===== config.mk =====
export PLATFORM = sky130hd
export DESIGN_NAME = regfile_wb_queue
export DESIGN_NICKNAME = d
export VERILOG_FILES = /design/src/rtl/regfile_wb_queue.sv
export SDC_FILE = /design/constraint.sdc
export NUM_CORES = 1
export LEC_CHECK = 0
export ABC_CLOCK_PERIOD_IN_PS = 5900
export CORE_UTILIZATION = 46
export CTS_CLUSTER_DIAMETER = 120
export DETAILED_ROUTE_END_ITERATION = 7
export GPL_TIMING_DRIVEN = 0
export MAX_ROUTING_LAYER = met4
export PLACE_DENSITY = 0.7
export REMOVE_ABC_BUFFERS = 1
export SLEW_MARGIN = 20
export SYNTH_ARGS = -nofsm -noshare
export SYNTH_HDL_FRONTEND = slang
export SYNTH_SLANG_ARGS = --single-unit

===== constraint.sdc =====
create_clock -name clk -period 5.9 [get_ports clk]
set_input_delay 0.885 -clock clk [delete_from_list [all_inputs] [get_ports clk]]
set_output_delay 0.885 -clock clk [all_outputs]
set_load 0.005 [all_outputs]

===== src/rtl/regfile_wb_queue.sv =====
// Write-back queue in front of the 32-entry register file write port.
// Buffers write-back requests in a small FIFO, retires at most one per
// granted cycle through a registered output stage, and forwards the
// youngest pending value for two read addresses.
module regfile_wb_queue #(
  parameter int N     = 32,
  parameter int DEPTH = 4
) (
  input  logic                     clk,
  input  logic                     reset,
  input  logic                     wb_valid_i,
  output logic                     wb_ready_o,
  input  logic [4:0]               wb_reg_i,
  input  logic [N-1:0]             wb_data_i,
  input  logic                     drain_en_i,
  output logic                     Reg_Write_o,
  output logic [4:0]               Write_Register_o,
  output logic [N-1:0]             Write_Data_o,
  input  logic [4:0]               query_reg_1_i,
  input  logic [4:0]               query_reg_2_i,
  output logic                     hit_1_o,
  output logic                     hit_2_o,
  output logic [N-1:0]             fwd_data_1_o,
  output logic [N-1:0]             fwd_data_2_o,
  output logic [$clog2(DEPTH):0]   count_o
);

  localparam int PTR_W = $clog2(DEPTH);
  localparam int CNT_W = PTR_W + 1;

  logic [4:0]       entry_reg  [DEPTH];
  logic [N-1:0]     entry_data [DEPTH];
  logic [DEPTH-1:0] entry_valid;
  logic [PTR_W-1:0] wr_ptr;
  logic [PTR_W-1:0] rd_ptr;
  logic [CNT_W-1:0] count;
  logic             push;
  logic             pop;

  assign count_o    = count;
  assign wb_ready_o = (count < CNT_W'(DEPTH));

  // Register 0 requests complete the handshake but are dropped here.
  assign push = wb_valid_i && wb_ready_o && (wb_reg_i != 5'd0);
  assign pop  = drain_en_i && (count != '0);

  // Entry payload storage; contents are only meaningful while the valid bit is set.
  always_ff @(posedge clk) begin
    if (push) begin
      entry_reg[wr_ptr]  <= wb_reg_i;
      entry_data[wr_ptr] <= wb_data_i;
    end
  end

  // FIFO bookkeeping: pointers, occupancy and per-entry valid bits.
  always_ff @(posedge clk or negedge reset) begin
    if (!reset) begin
      wr_ptr      <= '0;
      rd_ptr      <= '0;
      count       <= '0;
      entry_valid <= '0;
    end else begin
      if (pop) begin
        rd_ptr              <= rd_ptr + PTR_W'(1);
        entry_valid[rd_ptr] <= 1'b0;
      end
      if (push) begin
        wr_ptr              <= wr_ptr + PTR_W'(1);
        entry_valid[wr_ptr] <= 1'b1;
      end
      case ({push, pop})
        2'b10:   count <= count + CNT_W'(1);
        2'b01:   count <= count - CNT_W'(1);
        default: count <= count;
      endcase
    end
  end

  // Registered write port: strobe follows the pop, address/data hold when idle.
  always_ff @(posedge clk or negedge reset) begin
    if (!reset) begin
      Reg_Write_o      <= 1'b0;
      Write_Register_o <= '0;
      Write_Data_o     <= '0;
    end else begin
      Reg_Write_o <= pop;
      if (pop) begin
        Write_Register_o <= entry_reg[rd_ptr];
        Write_Data_o     <= entry_data[rd_ptr];
      end
    end
  end

  // Forwarding: scan oldest to youngest so the youngest match wins; the
  // output stage is the oldest candidate because it commits this cycle.
  always_comb begin
    logic [PTR_W-1:0] idx;
    idx          = '0;
    hit_1_o      = 1'b0;
    hit_2_o      = 1'b0;
    fwd_data_1_o = '0;
    fwd_data_2_o = '0;
    if (query_reg_1_i != 5'd0) begin
      if (Reg_Write_o && (Write_Register_o == query_reg_1_i)) begin
        hit_1_o      = 1'b1;
        fwd_data_1_o = Write_Data_o;
      end
      for (int i = 0; i < DEPTH; i++) begin
        idx = rd_ptr + PTR_W'(i);
        if (entry_valid[idx] && (entry_reg[idx] == query_reg_1_i)) begin
          hit_1_o      = 1'b1;
          fwd_data_1_o = entry_data[idx];
        end
      end
    end
    if (query_reg_2_i != 5'd0) begin
      if (Reg_Write_o && (Write_Register_o == query_reg_2_i)) begin
        hit_2_o      = 1'b1;
        fwd_data_2_o = Write_Data_o;
      end
      for (int i = 0; i < DEPTH; i++) begin
        idx = rd_ptr + PTR_W'(i);
        if (entry_valid[idx] && (entry_reg[idx] == query_reg_2_i)) begin
          hit_2_o      = 1'b1;
          fwd_data_2_o = entry_data[idx];
        end
      end
    end
  end

endmodule

==> reports/results.txt <==
Max Clock Skew: 0.0200 ns
cell area after technology mapping: 0.0136 mm2
Max Clk Rate: 173 MHz
Power Dens Cells: 519 mW/mm2
Critical Setup Path Class: flip-flop to primary output
Area Overhead vs Synth: 22.1%
clock insertion delay at the later pin of the skew report: 0.45 ns
cell at the root of the clock tree: sky130_fd_sc_hd__clkbuf_16
CTS H-Tree Depth: 4
aggregate global routing overflow: 0
share of the cycle needed by the critical path after routing: 97.7%
Max rail drop VDD: 0.000448 V
register bit total from synthesis: 197
overall routing resource usage: 27.7%
fraction of final layout cells with drive strength greater than 1: 27.3%
slew at the pin closest to its max-slew limit: 1.09 ns
number of placed I/O pins: 159
via count normalized by instance count: 6.69
busiest layer in global routing: met2
first-pass iteration count of the detailed router: 6
worst hold slack: 0.357 ns
average size of a mapped cell: 13.1 um2
CP Data Required Time: 5.02 ns
final cell area excluding filler cells: 0.0166 mm2
number of enable flip-flop cells after synthesis: 148
clk slew on worst S/H paths: 0.07 ns
per-cell routed wire length: 25.8 um
die height: 174 um
number of flip-flops in the largest register: 128
main flop type after synthesis: sky130_fd_sc_hd__edfxtp_1
MaxCap Viol Count: 0
via count of the first global-routing pass: 10400
met3 capacity usage during global routing: 5.00%
number of remaining DRC errors: 0
most repeated library cell on the critical path: sky130_fd_sc_hd__buf_12
number of different library cells in the post-synthesis netlist: 49
setup-violating endpoint count in the final report: 0
via total after detailed routing: 10400
Max Slew Vio Count: 0
largest cells by area after synthesis: sky130_fd_sc_hd__edfxtp_1, sky130_fd_sc_hd__mux4_2, sky130_fd_sc_hd__dfrtp_1, sky130_fd_sc_hd__nand2_1, sky130_fd_sc_hd__a22oi_1
Mapped Cells: 1033
number of port buffers: 158
unrepaired setup endpoints after global routing: no
Critical Path Max Stage Delay: 0.59 ns
library cell occupying the most area in the post-synthesis netlist: sky130_fd_sc_hd__edfxtp_1
dpl cell area: 0.0159 mm2
first-pass GRT wire length: 61100 um
Sum Neg Setup Slack: 0 ns
start of the worst register-to-register path: count_o[0]
Horiz. Die Dim: 174 um
Ys Warns: 0
final period demand of the worst path: 5.77 ns
outcome: finished, final reports clean
post-route setup slack: 0.133 ns
DRC violation total after the first TritonRoute iteration: 1174
ANT nets after route: 0
pre-CTS setup slack: -1.20 ns
HPWL Detailed: 26400 um
sequential cell area fraction in the yosys report: 41.8%
sum of routed wire length over all layers: 40100 um
row cnt: 62
met2 Usage GRT: 43.4%
die outline area: 0.0302 mm2
initial antenna violation count: 2
cells along the critical path: buf_12 > inv_1 > ha_4 > buf_12 > mux4_2 > xnor2_1 > nand3_1 > nor3_4 > buf_8 > buf_16 > a221oi_1 > o21ai_1 > clkdlybuf4s50_1
count of endpoints failing hold in the final timing report: 0
fraction of synthesized cell area taken by the top area cell type: 32.7%
worst max-slew margin expressed relative to the limit: 27.1%
cell type of the slowest stage on the worst timing path: sky130_fd_sc_hd__dfrtp_4
met1 Track Usage GR: 35.2%
routability congestion estimate from global placement: 0.806
buffers from clock root to sink, at most: 2
path type of the worst min-delay path: input port to asynchronous set/reset pin
initial cell density of the core: 47.1%
CP Launch Type: flip-flop
final total power: 8600 uW
Final Net Count: 1217
TritonCTS clock tree: yes
CP endpoint kind: primary output
commonest cells in the synthesized netlist: sky130_fd_sc_hd__nand2_1, sky130_fd_sc_hd__mux4_2, sky130_fd_sc_hd__edfxtp_1, sky130_fd_sc_hd__a22oi_1, sky130_fd_sc_hd__dfrtp_1
most used standard cell by instance count after synthesis: sky130_fd_sc_hd__nand2_1
Inserted Clock Buffers: 17
async set-reset flop share out of synthesis: 24.9%
leakage dissipation: 0.00568 uW
maximum number of pins on one net before global-route repair: 47
Num Clock Sinks: 197
start point of the critical path: rd_ptr[1]
Core Box Area: 0.0289 mm2
critical-path maximum fanout: 40
Crit path arrival time: 4.88 ns
## cells in the final DEF (no fill, tap or decap), types with 4 or more instances in the layout
master	instances
sky130_fd_sc_hd__nand2_1	185
sky130_fd_sc_hd__clkbuf_16	17
sky130_fd_sc_hd__mux4_2	149
sky130_fd_sc_hd__and2_4	4
sky130_fd_sc_hd__buf_6	11
sky130_fd_sc_hd__o31ai_2	30
sky130_fd_sc_hd__dfrtp_1	47
sky130_fd_sc_hd__nor3_1	32
sky130_fd_sc_hd__ha_1	8
sky130_fd_sc_hd__nand4_1	5
sky130_fd_sc_hd__inv_6	5
sky130_fd_sc_hd__buf_4	9
sky130_fd_sc_hd__mux2i_1	6
sky130_fd_sc_hd__clkinvlp_4	5
sky130_fd_sc_hd__buf_12	7
sky130_fd_sc_hd__a221oi_1	34
sky130_fd_sc_hd__xor2_1	14
sky130_fd_sc_hd__clkdlybuf4s50_1	157
sky130_fd_sc_hd__inv_1	9
sky130_fd_sc_hd__nor2_1	41
sky130_fd_sc_hd__nor2_4	4
sky130_fd_sc_hd__a21o_1	4
sky130_fd_sc_hd__xnor2_1	39
sky130_fd_sc_hd__nor3_4	5
sky130_fd_sc_hd__buf_8	6
sky130_fd_sc_hd__buf_16	15
sky130_fd_sc_hd__o21ai_1	31
sky130_fd_sc_hd__edfxtp_1	148
sky130_fd_sc_hd__a22oi_1	65
sky130_fd_sc_hd__a221oi_2	30
## area by class of cell
class | instances | area (um2)
diodes | 2 | 5.00
fillers | 2318 | 12300
inverters | 10 | 37.5
clock inverters | 14 | 143
multi-input cells | 725 | 7410
flip-flops and latches | 197 | 5680
clock buffers | 18 | 429
repair buffers | 205 | 2410
well taps | 384 | 480
## worst max-delay path, delay by kind of cell (launching register included)
family | cells | cell delay (ns)
AOI/OAI and AO/OA | 2 | 0.39
xor gates and xnor gates | 1 | 0.19
adders and majority gates | 1 | 0.30
buffers and inverters | 6 | 1.66
DFF | 1 | 0.59
muxes | 1 | 0.59
and+or+nand+nor | 2 | 0.70
## layer usage
layer,vias up,wire [um]
li1,4405,-
met1,5250,15300
met2,638,19400
met3,117,3800
met4,0,1520
met5,-,0
## repair_timing
item | CTS | global route
endpoints found under the setup margin | 65 | 36
buffers inserted | 7 | 1
gates resized for setup | 4 | 0
pin swaps | 4 | 0
hold buffers | 0 | 0
cloned | 1 | 0
## worst paths after layout
path	to	slack [ns]	cells past startpoint
setup / recovery	fwd_data_1_o[4]	0.13	13
hold / removal	Write_Data_o[10]	0.36	1
setup reg to reg	count_o[2]	2.91	9
hold reg to reg	Write_Data_o[3]	0.56	2
max in group asynchronous	rd_ptr[1]	5.03	2
min in group clk	Write_Data_o[3]	0.56	2
## cell families (layout without fill, tap and decap cells)
logic type | count (synthesis) | after routing | synth area share, %
AOI/OAI and AO/OA | 205 | 205 | 13.7
xor gates and xnor gates | 55 | 55 | 3.55
adders and majority gates | 10 | 10 | 0.977
buffers and inverters | 112 | 247 | 4.73
DFF | 197 | 197 | 41.8
muxes | 159 | 159 | 25.7
other | 0 | 2 | 0
and+or+nand+nor | 295 | 296 | 9.57
## metrics by stage
step | utilization, % | cells
finish | 57.5 | 1555
global route | 57.5 | 1555
CTS | 57.4 | 1552
detailed placement | 55.0 | 1512
global placement | 52.1 | 1473
floorplan | - | 931
## report_power, final
group          total, uW  switching (uW)  leakage (uW)  internal [uW]
clock network       1160             563      0.000264            596
registers           2170             345       0.00194           1820
logic               5280            2630       0.00347           2650
total               8600            3530       0.00568           5070
Note: power is estimated with default switching activity, not from simulation.
